**config.mk**
```make
export PLATFORM = sky130hd
export DESIGN_NAME = cla_operand_sequencer
export DESIGN_NICKNAME = d
export VERILOG_FILES = /design/src/rtl/cla_operand_sequencer.sv
export SDC_FILE = /design/constraint.sdc
export NUM_CORES = 1
export LEC_CHECK = 0
export ABC_CLOCK_PERIOD_IN_PS = 1700
export CORE_ASPECT_RATIO = 1.25
export CORE_MARGIN = 1.5
export CORE_UTILIZATION = 48
export DETAILED_ROUTE_END_ITERATION = 10
export HOLD_SLACK_MARGIN = 0.02
export PLACE_DENSITY_LB_ADDON = 0.12
export REMOVE_ABC_BUFFERS = 1
export SYNTH_ARGS = -nofsm -noshare
export SYNTH_HDL_FRONTEND = slang
export SYNTH_SLANG_ARGS = --single-unit
```
**constraint.sdc**
```tcl
create_clock -name clk -period 1.7 [get_ports clk]
set_input_delay 0.34 -clock clk [delete_from_list [all_inputs] [get_ports clk]]
set_output_delay 0.34 -clock clk [all_outputs]
set_load 0.01 [all_outputs]
```
**src/rtl/cla_operand_sequencer.sv**
```systemverilog
// Registered operand sequencer for the EX-stage CLA adder.
// Single-word ops pick one operand per cycle; multi-word ops latch a
// WORDS x WIDTH operand and issue it low word first, chaining the adder carry.
module cla_operand_sequencer #(
   parameter int unsigned WIDTH = 32,
   parameter int unsigned WORDS = 2,
   parameter int unsigned IDX_W = 1
) (
   input  logic                   clk,
   input  logic                   rst_n,
   input  logic                   in_valid,
   output logic                   in_ready,
   input  logic [2:0]             sel,
   input  logic                   double,
   input  logic [WIDTH-1:0]       inA,
   input  logic [WIDTH*WORDS-1:0] inB,
   input  logic                   cla_cout,
   output logic [WIDTH-1:0]       out,
   output logic                   out_cin,
   output logic                   out_valid,
   output logic [IDX_W-1:0]       word_idx,
   output logic                   out_last
);

   typedef enum logic {
      IDLE  = 1'b0,
      ISSUE = 1'b1
   } state_t;

   localparam logic [IDX_W-1:0] LAST_IDX = IDX_W'(WORDS - 1);
   localparam bit               MULTI    = (WORDS > 1);

   state_t                        state;
   state_t                        state_d;
   logic [WORDS-1:0][WIDTH-1:0]   hold;
   logic [WORDS-1:0][WIDTH-1:0]   hold_d;
   logic [IDX_W-1:0]              cnt;
   logic [IDX_W-1:0]              cnt_d;
   logic [WIDTH-1:0]              out_d;
   logic                          out_cin_d;
   logic                          out_valid_d;
   logic                          out_last_d;
   logic [IDX_W-1:0]              word_idx_d;
   logic                          accept;
   logic                          at_last;

   assign in_ready = (state == IDLE);
   assign accept   = in_valid && in_ready;
   assign at_last  = (cnt == LAST_IDX);

   // State register
   always_ff @(posedge clk) begin
      if (!rst_n) begin
         state <= IDLE;
      end else begin
         state <= state_d;
      end
   end

   // Next-state: a multi-word accept enters ISSUE, the final word returns to IDLE
   always_comb begin
      state_d = state;
      case (state)
         IDLE:    if (accept && double && MULTI) state_d = ISSUE;
         ISSUE:   if (at_last) state_d = IDLE;
         default: state_d = IDLE;
      endcase
   end

   // Next values of the registered outputs, word counter and holding register
   always_comb begin
      out_d       = out;
      out_cin_d   = out_cin;
      word_idx_d  = word_idx;
      out_valid_d = 1'b0;
      out_last_d  = 1'b0;
      cnt_d       = cnt;
      hold_d      = hold;
      case (state)
         IDLE: begin
            if (accept) begin
               out_valid_d = 1'b1;
               out_cin_d   = 1'b0;
               word_idx_d  = '0;
               if (double) begin
                  hold_d     = inB;
                  out_d      = inB[WIDTH-1:0];
                  out_last_d = !MULTI;
                  cnt_d      = MULTI ? IDX_W'(1) : '0;
               end else begin
                  out_d      = (sel == 3'b000) ? inB[WIDTH-1:0] : inA;
                  out_last_d = 1'b1;
               end
            end
         end
         ISSUE: begin
            out_d       = hold[cnt];
            out_cin_d   = cla_cout;
            word_idx_d  = cnt;
            out_valid_d = 1'b1;
            out_last_d  = at_last;
            if (!at_last) cnt_d = cnt + IDX_W'(1);
         end
         default: ;
      endcase
   end

   // Datapath registers
   always_ff @(posedge clk) begin
      if (!rst_n) begin
         out       <= '0;
         out_cin   <= 1'b0;
         out_valid <= 1'b0;
         word_idx  <= '0;
         out_last  <= 1'b0;
         cnt       <= '0;
         hold      <= '0;
      end else begin
         out       <= out_d;
         out_cin   <= out_cin_d;
         out_valid <= out_valid_d;
         word_idx  <= word_idx_d;
         out_last  <= out_last_d;
         cnt       <= cnt_d;
         hold      <= hold_d;
      end
   end

endmodule

```
; After elaboration in Yosys (flattened, before gate mapping)
; Cells that the tools add are included.
[classes]
magnitude_cmp = 1
n_addsub = 1
n_eq_ne = 2
bitwise_logic = 1
muxes = 21
n_reduce_logical = 5
[ops]
columns = operator, count
row1 = two-way mux 32 bit, 5
row2 = case mux 32 bit (2 select lines), 1
row3 = case mux 1 bit (2 select lines), 6
row4 = two-way mux 1 bit, 9
row5 = "!= test 2 x 1 -> 1 bit, second input constant", 2
row6 = zero test 3 bit, 1
row7 = AND reduction 3 bit, 1
row8 = logical AND 1 bit, 2
row9 = "< comparator 1 x 2 -> 1 bit, second input constant", 1
row10 = AND reduction 2 bit, 1
row11 = "adder 1 bit, second input constant", 1
row12 = inverter 1 bit, 1
[totals]
register_bits = 102
elab_cells = 40
output_inout_bits = 37

; Logic depth before layout (Yosys ltp)
[depth]
word_depth = 5
ltp_mapped = 6

; Least setup slack after synthesis
; OpenSTA, ideal clock, no wires.
[synth_path]
path_kind = input to register
start = input port sel[2]
end = register out[22]
setup_time_ns = 0.142
path_stages = 5
required_time_ns = 1.558
slack_ns = 0.443
arrival_time_ns = 1.115
path_cell_list = or3_1 buf_2 buf_6 nand3b_1 a221oi_2
[synth_via]
elab_chain_len = 5
[synth_rtl]
columns = item, line_no
row1 = "start, declared", 13  ; input logic [2:0] sel,
row2 = zero test 3 bit, 91  ; out_d = (sel == 3'b000) ? inB[WIDTH-1:0] : inA;
row3 = two-way mux 32 bit, 91
row4 = two-way mux 32 bit, 85  ; if (double) begin
row5 = two-way mux 32 bit, 81  ; if (accept) begin
row6 = case mux 32 bit (2 select lines), 79  ; case (state)
row7 = "end signal, assigned", 119  ; out <= out_d;
row8 = "end, declared", 18  ; output logic [WIDTH-1:0] out,
; Every way passes these cells. The select of a mux whose other input is x is not followed.
; A chain may end at the register's enable or synchronous reset.

; Final worst setup path
[layout_path]
start = register out[1]
end = output port out[1]
; No word-level cell between the ends.

==> flow_metrics.tcl <==
set metrics [dict create \
    grt_setup_unrepaired "false" \
    die-area_um2 10600 \
    wl_per_cell_um 16.6 \
    antenna_found_initial 0 \
    clk_pin_slew_ns 0.07 \
    ant_nets 0 \
    r2r_slack_ns 0.37 \
    synth-compound-area-share 0.231 \
    synth_top_family_by_area "compound AO/OA/AOI/OAI gates" \
    p_leak_nw 2.37 \
    syn_area_per_cell_um2 8.53 \
    path_cells "clkdlybuf4s50_1" \
    synthSimpleGateAreaFrac 0.213 \
    path_buf_inv 1 \
    initialDrtViolationCount 364 \
    regArea_um2 2050 \
    die_y_um 115 \
    critPathCaptureType "primary output" \
    ys_ff_latch 102 \
    cts_buffers 9 \
    cts_htree_levels 3 \
    critPathCapture "out[1]" \
    fin_nets 789 \
    clk_latency_ns 0.34 \
    min_path_type "flip-flop to flip-flop" \
    p_switching_mw 1.55 \
    synth_top_flop_cell "dfxtp_1" \
    fin_area_um2 6700 \
    cp.depth 1 \
    fp-row-count 40 \
    cp_slowest_cell "clkdlybuf4s50_1" \
    dr_total_vias 4616 \
    final-max-slew-violation-count 0 \
    gr-usage-all-layers 0.261 \
    vias_per_cell 5.66 \
    async_reset_ff_frac 0 \
    route.detailed.drc 0 \
    diodes 0 \
    sw_frac_of_total 0.255 \
    floorplan.initialDensity 0.495 \
    grt_remaining_overflow 0 \
    worstPathArrival_ns 1.25 \
    grt_pass1_wl_um 21900 \
    period_needed_ns 1.59 \
    timing.fmax_mhz 628 \
    path_class "flip-flop to primary output" \
    fill_cells 753 \
    synth_xor_area_frac 0 \
    rr_endpoint "out[1]" \
    netlist_area_um2 4780 \
    internal_power_mw 4.52 \
    maxSlewHeadroom 0.753 \
    ys_seq_area_frac 0.427 \
    period_share 0.937 \
    cts_buffer_depth 2 \
    finalSetupViolations 0 \
    drv_cap 0 \
    dp_cells 800 \
    grt_pass1_vias 4568 \
    synthAdderAreaFrac 0 \
    synth-edff-count 0 \
    layout.cells.non_filler 816 \
    cts_tree "yes" \
    gp_congestion 0.841 \
    path_max_fanout 2 \
    power_density_nw_per_um2 907 \
    path_delay_family "buffers and inverters" \
    ys_types 26 \
    reg2reg_from "state" \
    critPathLaunchType "flip-flop" \
    dieWidth_um 92.2 \
    post-route-util 0.693 \
    hold_ws_ns 0.455 \
    seq_power_share 0.436 \
    ioPinCount 141 \
    ys_warn_count 0 \
    finClkSkew_ns 0.00725 \
    synthMuxAreaShare 0.0670 \
    clock-root-buffer "clkbuf_16" \
    crit_path_start "out[1]" \
    syn2layout_area_growth_pct 40.1 \
    fp.coreArea_um2 9660 \
    hold_viol 0 \
    clock-sinks 102 \
    worst_pin_slew_ns 0.371 \
    grt_max_degree 41 \
    cp_slowest_stage_delay_ns 0.56 \
    pwr-share-comb 0.191 \
    max-vdd-ir-drop_uv 460 \
    dpl_cell_area_um2 6360 \
    status "finished clean" \
    required_ns 1.36 \
    io_buffers 140 \
    clkPwrFrac 0.373 \
    total_power_mw 6.07 \
    drtPass1Iterations 5 \
    rr_worst_depth 4 \
    drive_gt1_frac 0.0913 \
    place.detailed.hpwl_um 9160 \
    wl_um 13600 \
    netlist_instances 560 \
    multi_input_area_um2 2450 \
]
==> repair_timing <==
action | CTS | global route
buffers inserted | 0 | 0
hold buffers | 0 | 0
endpoints found under the setup margin | 1 | 0
resized for setup | 2 | 0
==> metrics by stage <==
stage,setup WS [ns],setup TNS [ns]
after global placement,-0.0869,-1.61
after CTS,0.105,0
after global routing,0.0656,0
after floorplan,-0.963,-80.72
after detailed placement,-0.147,-5.07
final,0.107,0
==> state kept, by name, indices dropped and copies added (netlist names) <==
name and flops:
out 32, out_valid 1, at_last 1, word_idx 1
state 1, out_cin 1, hold 64, out_last 1
==> layout make-up <==
type                    instances  area share
clock buffers                  10      0.0357
inverters                       3     0.00168
flip-flops and latches        102       0.306
well taps                     126      0.0235
clock inverters                 6      0.0136
multi-input cells             403       0.365
repair buffers                166       0.254
==> layer usage <==
layer	track usage	routed length, µm	vias to the layer above
met4	0.111	230	0
met5	0	0	-
met2	0.457	6850	180
met1	0.314	5650	2182
met3	0.0432	855	24
li1	-	-	2230
==> worst min-delay path by stage <==
| stage | depth (start not counted) | slack, ns | end | startpoint |
|---|---|---|---|---|
| 2_1_floorplan | 2 | 0.44 | hold[0] | hold[0] |
| 3_5_place_dp | 2 | 0.45 | hold[31] | hold[31] |
| 3_3_place_gp | 2 | 0.44 | hold[1] | hold[1] |
| 4_1_cts | 2 | 0.45 | hold[31] | hold[31] |
| 6_report | 2 | 0.46 | hold[16] | hold[16] |
| 5_1_grt | 2 | 0.47 | hold[16] | hold[16] |
==> cells in the final DEF (no fill, tap or decap), types with 9 or more instances in the layout <==
| cell | n |
|---|---|
| nand3b_1 | 33 |
| mux2i_1 | 32 |
| nand2_1 | 131 |
| buf_4 | 17 |
| clkdlybuf4s50_1 | 138 |
| a221oi_1 | 19 |
| o21ai_0 | 32 |
| clkbuf_16 | 9 |
| and2_1 | 33 |
| dfxtp_1 | 100 |
| buf_12 | 9 |
| a211oi_1 | 32 |
| a21oi_1 | 67 |
| a221oi_2 | 13 |
==> cells in the mapped netlist (3+ instances only) <==
library cell / instances / area share
nand3b_1: 33 / 0.052
a221oi_1: 19 / 0.035
a21oi_1: 67 / 0.070
o21ai_0: 32 / 0.034
dfxtp_1: 102 / 0.43
buf_6: 3 / 0.0071
buf_4: 11 / 0.017
a211oi_1: 32 / 0.050
clkbuf_1: 17 / 0.013
a221oi_2: 13 / 0.041
and2_1: 33 / 0.043
mux2i_1: 32 / 0.067
nand2_1: 131 / 0.10
buf_2: 19 / 0.020
==> logic make-up (layout without fill, tap and decap cells) <==
kind of cell           Yosys count  in the layout
buffers and inverters           55            185
multiplexers                    32             32
AO/OA/AOI/OAI                  164            164
AND/OR/NAND/NOR                207            207
flip-flops                     102            102
==> power groups by stage <==
stage	Sequential, mW	Clock [mW]	Combinational [mW]
4_1_cts	2.64	2.29	1.16
3_5_place_dp	2.70	0	1.16
5_1_grt	2.66	2.38	1.25
3_3_place_gp	2.70	0	1.14
6_report	2.64	2.26	1.16
2_1_floorplan	2.74	0	0.426
No activity file was read; power rests on OpenSTA's default activity.
